===== src/rtl/npu_wr_arbiter_if.sv =====
// Bundle between the two write sources, the NPU write port and status.
// master: the side driving sources/NPU feedback; slave: the arbiter.
interface npu_wr_arbiter_if #(
    parameter int DATA_W = 32
);
    logic              req_w;
    logic              req_d;
    logic              gnt_w;
    logic              gnt_d;
    logic              src_w_vld;
    logic              src_w_last;
    logic [DATA_W-1:0] src_w_data;
    logic              src_d_vld;
    logic              src_d_last;
    logic [DATA_W-1:0] src_d_data;
    logic              npu_wr_sop;
    logic              npu_wr_eop;
    logic              npu_wr_vld;
    logic [DATA_W-1:0] npu_wr_data;
    logic              npu_wr_sel;
    logic              npu_wr_err;
    logic              busy;
    logic              err_flag;
    logic              err_clr;
    logic [15:0]       pkt_cnt_w;
    logic [15:0]       pkt_cnt_d;

    modport master (
        output req_w, req_d,
        output src_w_vld, src_w_last, src_w_data,
        output src_d_vld, src_d_last, src_d_data,
        output npu_wr_err, err_clr,
        input  gnt_w, gnt_d,
        input  npu_wr_sop, npu_wr_eop, npu_wr_vld,
        input  npu_wr_data, npu_wr_sel,
        input  busy, err_flag, pkt_cnt_w, pkt_cnt_d
    );

    modport slave (
        input  req_w, req_d,
        input  src_w_vld, src_w_last, src_w_data,
        input  src_d_vld, src_d_last, src_d_data,
        input  npu_wr_err, err_clr,
        output gnt_w, gnt_d,
        output npu_wr_sop, npu_wr_eop, npu_wr_vld,
        output npu_wr_data, npu_wr_sel,
        output busy, err_flag, pkt_cnt_w, pkt_cnt_d
    );
endinterface


===== src/rtl/npu_wr_arbiter.sv =====
// Packet-level round-robin arbiter merging weight and data write
// streams onto one NPU write port, with error flush and idle timeout.
module npu_wr_arbiter #(
    parameter int DATA_W  = 32,
    parameter int TIMEOUT = 255
) (
    input logic             clk,
    input logic             rst_n,
    npu_wr_arbiter_if.slave bus
);
    localparam int IDW = $clog2(TIMEOUT + 1);
    localparam logic [IDW-1:0] TO_M1 = IDW'(TIMEOUT - 1);

    typedef enum logic [1:0] {
        S_IDLE,
        S_GRANT,
        S_XFER,
        S_FLUSH
    } state_t;

    state_t            r_state;
    state_t            w_next;
    logic              r_rr_w;
    logic              r_sel;
    logic              r_gnt_w;
    logic              r_gnt_d;
    logic              r_first;
    logic              r_vld;
    logic              r_sop;
    logic              r_eop;
    logic              r_err;
    logic [DATA_W-1:0] r_data;
    logic [IDW-1:0]    r_idle;
    logic [15:0]       r_cnt_w;
    logic [15:0]       r_cnt_d;

    logic              w_vld;
    logic              w_last;
    logic [DATA_W-1:0] w_data;
    logic              w_active;
    logic              w_tmo;
    logic              w_pick_w;
    logic              w_grant;
    logic              w_fwd;
    logic              w_done;
    logic              w_err_set;
    logic              w_tmo_eop;

    // Only the granted source is ever looked at.
    assign w_vld    = r_sel ? bus.src_w_vld  : bus.src_d_vld;
    assign w_last   = r_sel ? bus.src_w_last : bus.src_d_last;
    assign w_data   = r_sel ? bus.src_w_data : bus.src_d_data;
    assign w_active = (r_state == S_XFER) || (r_state == S_FLUSH);
    assign w_tmo    = w_active && !w_vld && (r_idle == TO_M1);
    assign w_pick_w = bus.req_w && (!bus.req_d || r_rr_w);

    // State register.
    always_ff @(posedge clk or negedge rst_n) begin
        if (!rst_n) r_state <= S_IDLE;
        else        r_state <= w_next;
    end

    // Next state and per-cycle control strobes.
    always_comb begin
        w_next    = r_state;
        w_grant   = 1'b0;
        w_fwd     = 1'b0;
        w_done    = 1'b0;
        w_err_set = 1'b0;
        w_tmo_eop = 1'b0;
        unique case (r_state)
            S_IDLE: begin
                if (bus.req_w || bus.req_d) begin
                    w_grant = 1'b1;
                    w_next  = S_GRANT;
                end
            end
            S_GRANT: w_next = S_XFER;
            S_XFER: begin
                if (bus.npu_wr_err) begin
                    w_err_set = 1'b1;
                    // An error on the closing beat has nothing left to flush.
                    w_next = (w_vld && w_last) ? S_IDLE : S_FLUSH;
                end else if (w_vld) begin
                    w_fwd = 1'b1;
                    if (w_last) begin
                        w_done = 1'b1;
                        w_next = S_IDLE;
                    end
                end else if (w_tmo) begin
                    w_err_set = 1'b1;
                    w_tmo_eop = 1'b1;
                    w_next    = S_IDLE;
                end
            end
            S_FLUSH: begin
                if (w_vld && w_last) begin
                    w_next = S_IDLE;
                end else if (w_tmo) begin
                    w_err_set = 1'b1;
                    w_next    = S_IDLE;
                end
            end
            default: w_next = S_IDLE;
        endcase
    end

    // Grant, source select and round-robin pointer.
    always_ff @(posedge clk or negedge rst_n) begin
        if (!rst_n) begin
            r_rr_w  <= 1'b1;
            r_sel   <= 1'b0;
            r_gnt_w <= 1'b0;
            r_gnt_d <= 1'b0;
        end else if (w_grant) begin
            r_rr_w  <= !w_pick_w;
            r_sel   <= w_pick_w;
            r_gnt_w <= w_pick_w;
            r_gnt_d <= !w_pick_w;
        end else if (w_next == S_IDLE) begin
            r_gnt_w <= 1'b0;
            r_gnt_d <= 1'b0;
        end
    end

    // Registered NPU write port; data forced to 0 when not valid.
    always_ff @(posedge clk or negedge rst_n) begin
        if (!rst_n) begin
            r_vld   <= 1'b0;
            r_sop   <= 1'b0;
            r_eop   <= 1'b0;
            r_data  <= '0;
            r_first <= 1'b0;
        end else begin
            r_vld  <= w_fwd;
            r_sop  <= w_fwd && r_first;
            r_eop  <= (w_fwd && w_last) || w_tmo_eop;
            r_data <= w_fwd ? w_data : '0;
            if (w_grant)    r_first <= 1'b1;
            else if (w_fwd) r_first <= 1'b0;
        end
    end

    // Idle counter: cleared by any granted beat or outside a packet.
    always_ff @(posedge clk or negedge rst_n) begin
        if (!rst_n)                  r_idle <= '0;
        else if (w_active && !w_vld) r_idle <= r_idle + IDW'(1);
        else                         r_idle <= '0;
    end

    // Completed-packet counters, wrapping naturally at 16 bits.
    always_ff @(posedge clk or negedge rst_n) begin
        if (!rst_n) begin
            r_cnt_w <= '0;
            r_cnt_d <= '0;
        end else if (w_done) begin
            if (r_sel) r_cnt_w <= r_cnt_w + 16'd1;
            else       r_cnt_d <= r_cnt_d + 16'd1;
        end
    end

    // Sticky error; a new error wins over a simultaneous clear.
    always_ff @(posedge clk or negedge rst_n) begin
        if (!rst_n)           r_err <= 1'b0;
        else if (w_err_set)   r_err <= 1'b1;
        else if (bus.err_clr) r_err <= 1'b0;
    end

    assign bus.gnt_w       = r_gnt_w;
    assign bus.gnt_d       = r_gnt_d;
    assign bus.npu_wr_vld  = r_vld;
    assign bus.npu_wr_sop  = r_sop;
    assign bus.npu_wr_eop  = r_eop;
    assign bus.npu_wr_data = r_data;
    assign bus.npu_wr_sel  = r_sel;
    assign bus.busy        = (r_state != S_IDLE);
    assign bus.err_flag    = r_err;
    assign bus.pkt_cnt_w   = r_cnt_w;
    assign bus.pkt_cnt_d   = r_cnt_d;
endmodule


===== src/flat_wrapper.sv =====
// flat-port wrapper written by rule: the top's interface ports become plain ports
module npu_wr_arbiter_flat 
#(
    parameter int DATA_W  = 32,
    parameter int TIMEOUT = 255
)
  (clk, rst_n, bus_req_w, bus_req_d, bus_src_w_vld, bus_src_w_last, bus_src_w_data, bus_src_d_vld, bus_src_d_last, bus_src_d_data, bus_npu_wr_err, bus_err_clr, bus_gnt_w, bus_gnt_d, bus_npu_wr_sop, bus_npu_wr_eop, bus_npu_wr_vld, bus_npu_wr_data, bus_npu_wr_sel, bus_busy, bus_err_flag, bus_pkt_cnt_w, bus_pkt_cnt_d);
  npu_wr_arbiter_if #(.DATA_W(DATA_W)) bus_i ();
  input logic clk;
  input logic rst_n;
  input wire logic [$bits(bus_i.req_w)-1:0] bus_req_w;
  input wire logic [$bits(bus_i.req_d)-1:0] bus_req_d;
  input wire logic [$bits(bus_i.src_w_vld)-1:0] bus_src_w_vld;
  input wire logic [$bits(bus_i.src_w_last)-1:0] bus_src_w_last;
  input wire logic [$bits(bus_i.src_w_data)-1:0] bus_src_w_data;
  input wire logic [$bits(bus_i.src_d_vld)-1:0] bus_src_d_vld;
  input wire logic [$bits(bus_i.src_d_last)-1:0] bus_src_d_last;
  input wire logic [$bits(bus_i.src_d_data)-1:0] bus_src_d_data;
  input wire logic [$bits(bus_i.npu_wr_err)-1:0] bus_npu_wr_err;
  input wire logic [$bits(bus_i.err_clr)-1:0] bus_err_clr;
  output wire logic [$bits(bus_i.gnt_w)-1:0] bus_gnt_w;
  output wire logic [$bits(bus_i.gnt_d)-1:0] bus_gnt_d;
  output wire logic [$bits(bus_i.npu_wr_sop)-1:0] bus_npu_wr_sop;
  output wire logic [$bits(bus_i.npu_wr_eop)-1:0] bus_npu_wr_eop;
  output wire logic [$bits(bus_i.npu_wr_vld)-1:0] bus_npu_wr_vld;
  output wire logic [$bits(bus_i.npu_wr_data)-1:0] bus_npu_wr_data;
  output wire logic [$bits(bus_i.npu_wr_sel)-1:0] bus_npu_wr_sel;
  output wire logic [$bits(bus_i.busy)-1:0] bus_busy;
  output wire logic [$bits(bus_i.err_flag)-1:0] bus_err_flag;
  output wire logic [$bits(bus_i.pkt_cnt_w)-1:0] bus_pkt_cnt_w;
  output wire logic [$bits(bus_i.pkt_cnt_d)-1:0] bus_pkt_cnt_d;
  assign bus_i.req_w = bus_req_w;
  assign bus_i.req_d = bus_req_d;
  assign bus_i.src_w_vld = bus_src_w_vld;
  assign bus_i.src_w_last = bus_src_w_last;
  assign bus_i.src_w_data = bus_src_w_data;
  assign bus_i.src_d_vld = bus_src_d_vld;
  assign bus_i.src_d_last = bus_src_d_last;
  assign bus_i.src_d_data = bus_src_d_data;
  assign bus_i.npu_wr_err = bus_npu_wr_err;
  assign bus_i.err_clr = bus_err_clr;
  assign bus_gnt_w = bus_i.gnt_w;
  assign bus_gnt_d = bus_i.gnt_d;
  assign bus_npu_wr_sop = bus_i.npu_wr_sop;
  assign bus_npu_wr_eop = bus_i.npu_wr_eop;
  assign bus_npu_wr_vld = bus_i.npu_wr_vld;
  assign bus_npu_wr_data = bus_i.npu_wr_data;
  assign bus_npu_wr_sel = bus_i.npu_wr_sel;
  assign bus_busy = bus_i.busy;
  assign bus_err_flag = bus_i.err_flag;
  assign bus_pkt_cnt_w = bus_i.pkt_cnt_w;
  assign bus_pkt_cnt_d = bus_i.pkt_cnt_d;
  npu_wr_arbiter #(.DATA_W(DATA_W), .TIMEOUT(TIMEOUT)) u_core (.clk(clk), .rst_n(rst_n), .bus(bus_i));
endmodule

===== config.mk =====
export PLATFORM = sky130hd
export DESIGN_NAME = npu_wr_arbiter_flat
export DESIGN_NICKNAME = d
export VERILOG_FILES = /design/src/rtl/npu_wr_arbiter_if.sv /design/src/rtl/npu_wr_arbiter.sv /design/src/flat_wrapper.sv
export SDC_FILE = /design/constraint.sdc
export NUM_CORES = 1
export LEC_CHECK = 0
export BUFFER_PORTS_ARGS = -buffer_cell sky130_fd_sc_hd__buf_2
export CORE_MARGIN = 5
export CORE_UTILIZATION = 48
export DETAILED_ROUTE_END_ITERATION = 16
export MAX_ROUTING_LAYER = met4
export PLACE_DENSITY_LB_ADDON = 0.2
export SYNTH_ARGS = -nofsm -noshare
export SYNTH_HDL_FRONTEND = slang
export SYNTH_SLANG_ARGS = --single-unit

===== constraint.sdc =====
create_clock -name clk -period 2.2 [get_ports clk]
set_clock_uncertainty 0.2 [all_clocks]
set_input_delay 0.44 -clock clk [delete_from_list [all_inputs] [get_ports clk]]
set_output_delay 0.44 -clock clk [all_outputs]
set_load 0.005 [all_outputs]

==> results.md <==
- Initial antenna violation count: 0
- Critical Path RT: 2220 ps
- Dpl hpwl: 6410 µm
- Comb pwr share: 28.7%
- Remaining DRCs: 0
- Arrival time worst endpoint: 2080 ps
- DR vias/cell: 4.94
- Die width: 96.8 µm
- Routed WL per cell: 14.5 µm
- Power Total: 4150 µW
- Gr usage total: 18.5%
- Slack of the critical path: 149 ps
- Minimum clock period: 2050 ps
- Final slew viol count: 0
- Worst-path fanout max: 8
- Placed cells: 552
- Top area cells in the synthesized netlist: dfrtp_1 57%, mux2i_1 9.1%, xnor2_1 5.1%
- Synth top area share: 56.7%
- CTS buffer count: 9
- Layout net count: 543
- I/O pins: 146
- Root Buffer: clkbuf_8
- Critical path type: register to register
- DRT Pass-1 Iters: 4
- Sw Pwr: 1270 µW
- Largest family of logic cells by synthesized area: simple AND/OR/NAND/NOR gates
- H-tree levels: 3
- Max IR drop VDD: 0.480 mV
- Post-synthesis xor/xnor area fraction: 8.47%
- Syn Area/Cell: 11.6 µm²
- Status: complete, no violations
- Slew HR: 69.5%
- Remaining global-route overflow: 0
- Number of global-route vias before repair: 2,914
- CTS Buffer Depth: 2
- Worst Hold Class: input port to register
- Count of cell types in the netlist: 42
- Slew at the pin closest to its max-slew limit: 457 ps
- Setup violations, final: 0
- Mapped Nets: 390
- Clock Sinks: 83
- Final design utilization: 64.2%
- Cells after synthesis: 312
- Clock Latency Late Sink: 340 ps
- Place WS: -67.6 ps
- # resized after CTS: 0
- Die Height: 96.8 µm
- Initial Utilization: 49.6%
- Rows: 31
- Synth area leader: dfrtp_1
- ANT nets after route: 0
- Initial DRC count: 100
- Layout area overhead: 29.5%
- Antenna diodes: 0
- Largest net degree at the start of global routing: 84
- PwrDens: 885 mW/mm²
- Simple-gate share of the synthesized area: 18.2%
- Worst Setup End Kind: register
- Routed wire length: 8240 µm
- Worst Setup Start Kind: register
- Sequential fraction of the synthesis area: 57.5%
- # Max-Cap Violations: 0
- Clock share of power: 25.9%
- Fin Setup TNS: 0 ps
- Synth Area in Adders: 1.38%
- Core area: 0.00729 mm²
- CTS tree: yes
- YS warnings: 0
- Fmax: 0.488 GHz
- Final hold vios: 0
- Via count: 2,807
- Die area: 0.00937 mm²
- Cell Int Power: 2880 µW
- Port buffer count: 145
- Layout cells sized above 1: 37.5%
- Seq cells post-synth: 83
- Synth Area in Compound Gates: 2.73%
- Static Leak: 0.00259 µW
- Final GP Congestion: 0.847
- Power share of the sequential group: 45.4%
- Netlist Area Pre-Place: 0.00362 mm²
- Mux contribution to synthesized area: 9.75%
- Unrepaired setup endpoints after global routing: no
- Final non-filler cell total: 568
- Final worst-path cycle share: 93.2%
- Global-route wire length before repair: 13,800 µm
- Reg clk slew, reported paths: 80 ps
- Net Sw Frac: 30.5%
[layout make-up]
class / instances / area [µm²]
multi-input cells: 212 / 1470
clock buffers: 13 / 159
repair buffers: 152 / 796
clock inverters: 2 / 35.0
fillers: 642 / 2610
flip-flops and latches: 83 / 2080
inverters: 7 / 26.3
well taps: 99 / 124
[metrics by stage]
step,instance area (µm²),hold WS [ps]
finish,4680,107
global route,4680,97.7
CTS,4680,96.0
detailed placement,4480,269
global placement,4480,258
floorplan,3620,-55.6
[path summary, 6_finish.rpt]
check,start,cells after the start,end,slack [ps]
worst max-delay path,u_core.r_state[0],4,u_core.bus.pkt_cnt_w[12],150
worst min-delay path,bus_req_w,2,u_core.r_rr_w,110
worst max register to register,u_core.r_state[0],4,u_core.bus.pkt_cnt_w[12],150
worst min register to register,u_core.bus.pkt_cnt_w[15],1,u_core.bus.pkt_cnt_w[15],280
max in group asynchronous,rst_n,3,u_core.r_rr_w,980
min in group asynchronous,rst_n,3,u_core.bus.pkt_cnt_w[8],460
[flip-flops by register name (all words and copies together) (netlist names)]
| register | flops |
|---|---|
| u_core.bus.err_flag | 1 |
| u_core.bus.gnt_d | 1 |
| u_core.bus.gnt_w | 1 |
| u_core.bus.npu_wr_data | 32 |
| u_core.bus.npu_wr_eop | 1 |
| u_core.bus.npu_wr_sel | 1 |
| u_core.bus.npu_wr_sop | 1 |
| u_core.bus.npu_wr_vld | 1 |
| u_core.bus.pkt_cnt_d | 16 |
| u_core.bus.pkt_cnt_w | 16 |
| u_core.r_first | 1 |
| u_core.r_idle | 8 |
| u_core.r_rr_w | 1 |
| u_core.r_state | 2 |
[power by group through the flow]
stage	Clock, µW	Combinational, µW	Sequential, µW
after floorplan	0	757	1900
after global placement	0	1180	1900
after detailed placement	0	1210	1910
after CTS	1100	1210	1880
after global routing	1170	1330	1910
final	1080	1190	1880
[metal layers]
metal	share of wire, %	GRT usage [%]	up-vias
li1	-	-	1368
met1	42	22.3	1334
met2	49	29.6	103
met3	7.9	6.33	2
met4	0.49	5.51	0
met5	0	-	-
[cell usage after synthesis, drive strengths merged]
cell and number:
dfrtp 82, nor2 45, mux2i 33, xnor2 21
nand2 20, nand3 14, xor2 14, nand4 12
inv 7, nor3 7, buf 6, a21oi 5
and3 4, and4 4, clkbuf 4, ha 4
o21ai 4, nand2b 3, a31oi 2, and2 2
mux2 2, nor4 2, or3 2, a22o 1
a31o 1, a32o 1, and3b 1, dfstp 1
nand3b 1, nor2b 1, nor3b 1, nor4b 1
o211ai 1, o22ai 1, or2b 1, or3b 1
[cells in the final DEF (no fill, tap or decap), drive strengths merged, types with 3 or more instances in the layout]
cell type	instances
a21oi	5
and3	4
and4	4
buf	151
clkbuf	13
dfrtp	82
ha	4
inv	7
mux2i	33
nand2	20
nand2b	3
nand3	14
nand4	12
nor2	45
nor3	7
o21ai	4
xnor2	21
xor2	14
[cell families (layout without fill, tap and decap cells)]
family,count (synthesis),after routing
flip-flops,83,83
AO/OA/AOI/OAI,16,16
AND/OR/NAND/NOR,122,122
buffers and inverters,17,174
XOR/XNOR,35,35
multiplexers,35,35
adder cells (fa/ha/maj),4,4
[critical path: stages, from the launching register on]
cell and delay [ps]:
dfrtp_1 380, or3b_1 580, nor4_4 460, nand4_1 160
xnor2_1 160
[repair_timing]
item	in CTS	in global routing
hold buffers	1	0
hold endpoints to repair	82	0
buffers inserted	0	0
No activity file was read; power rests on OpenSTA's default activity.
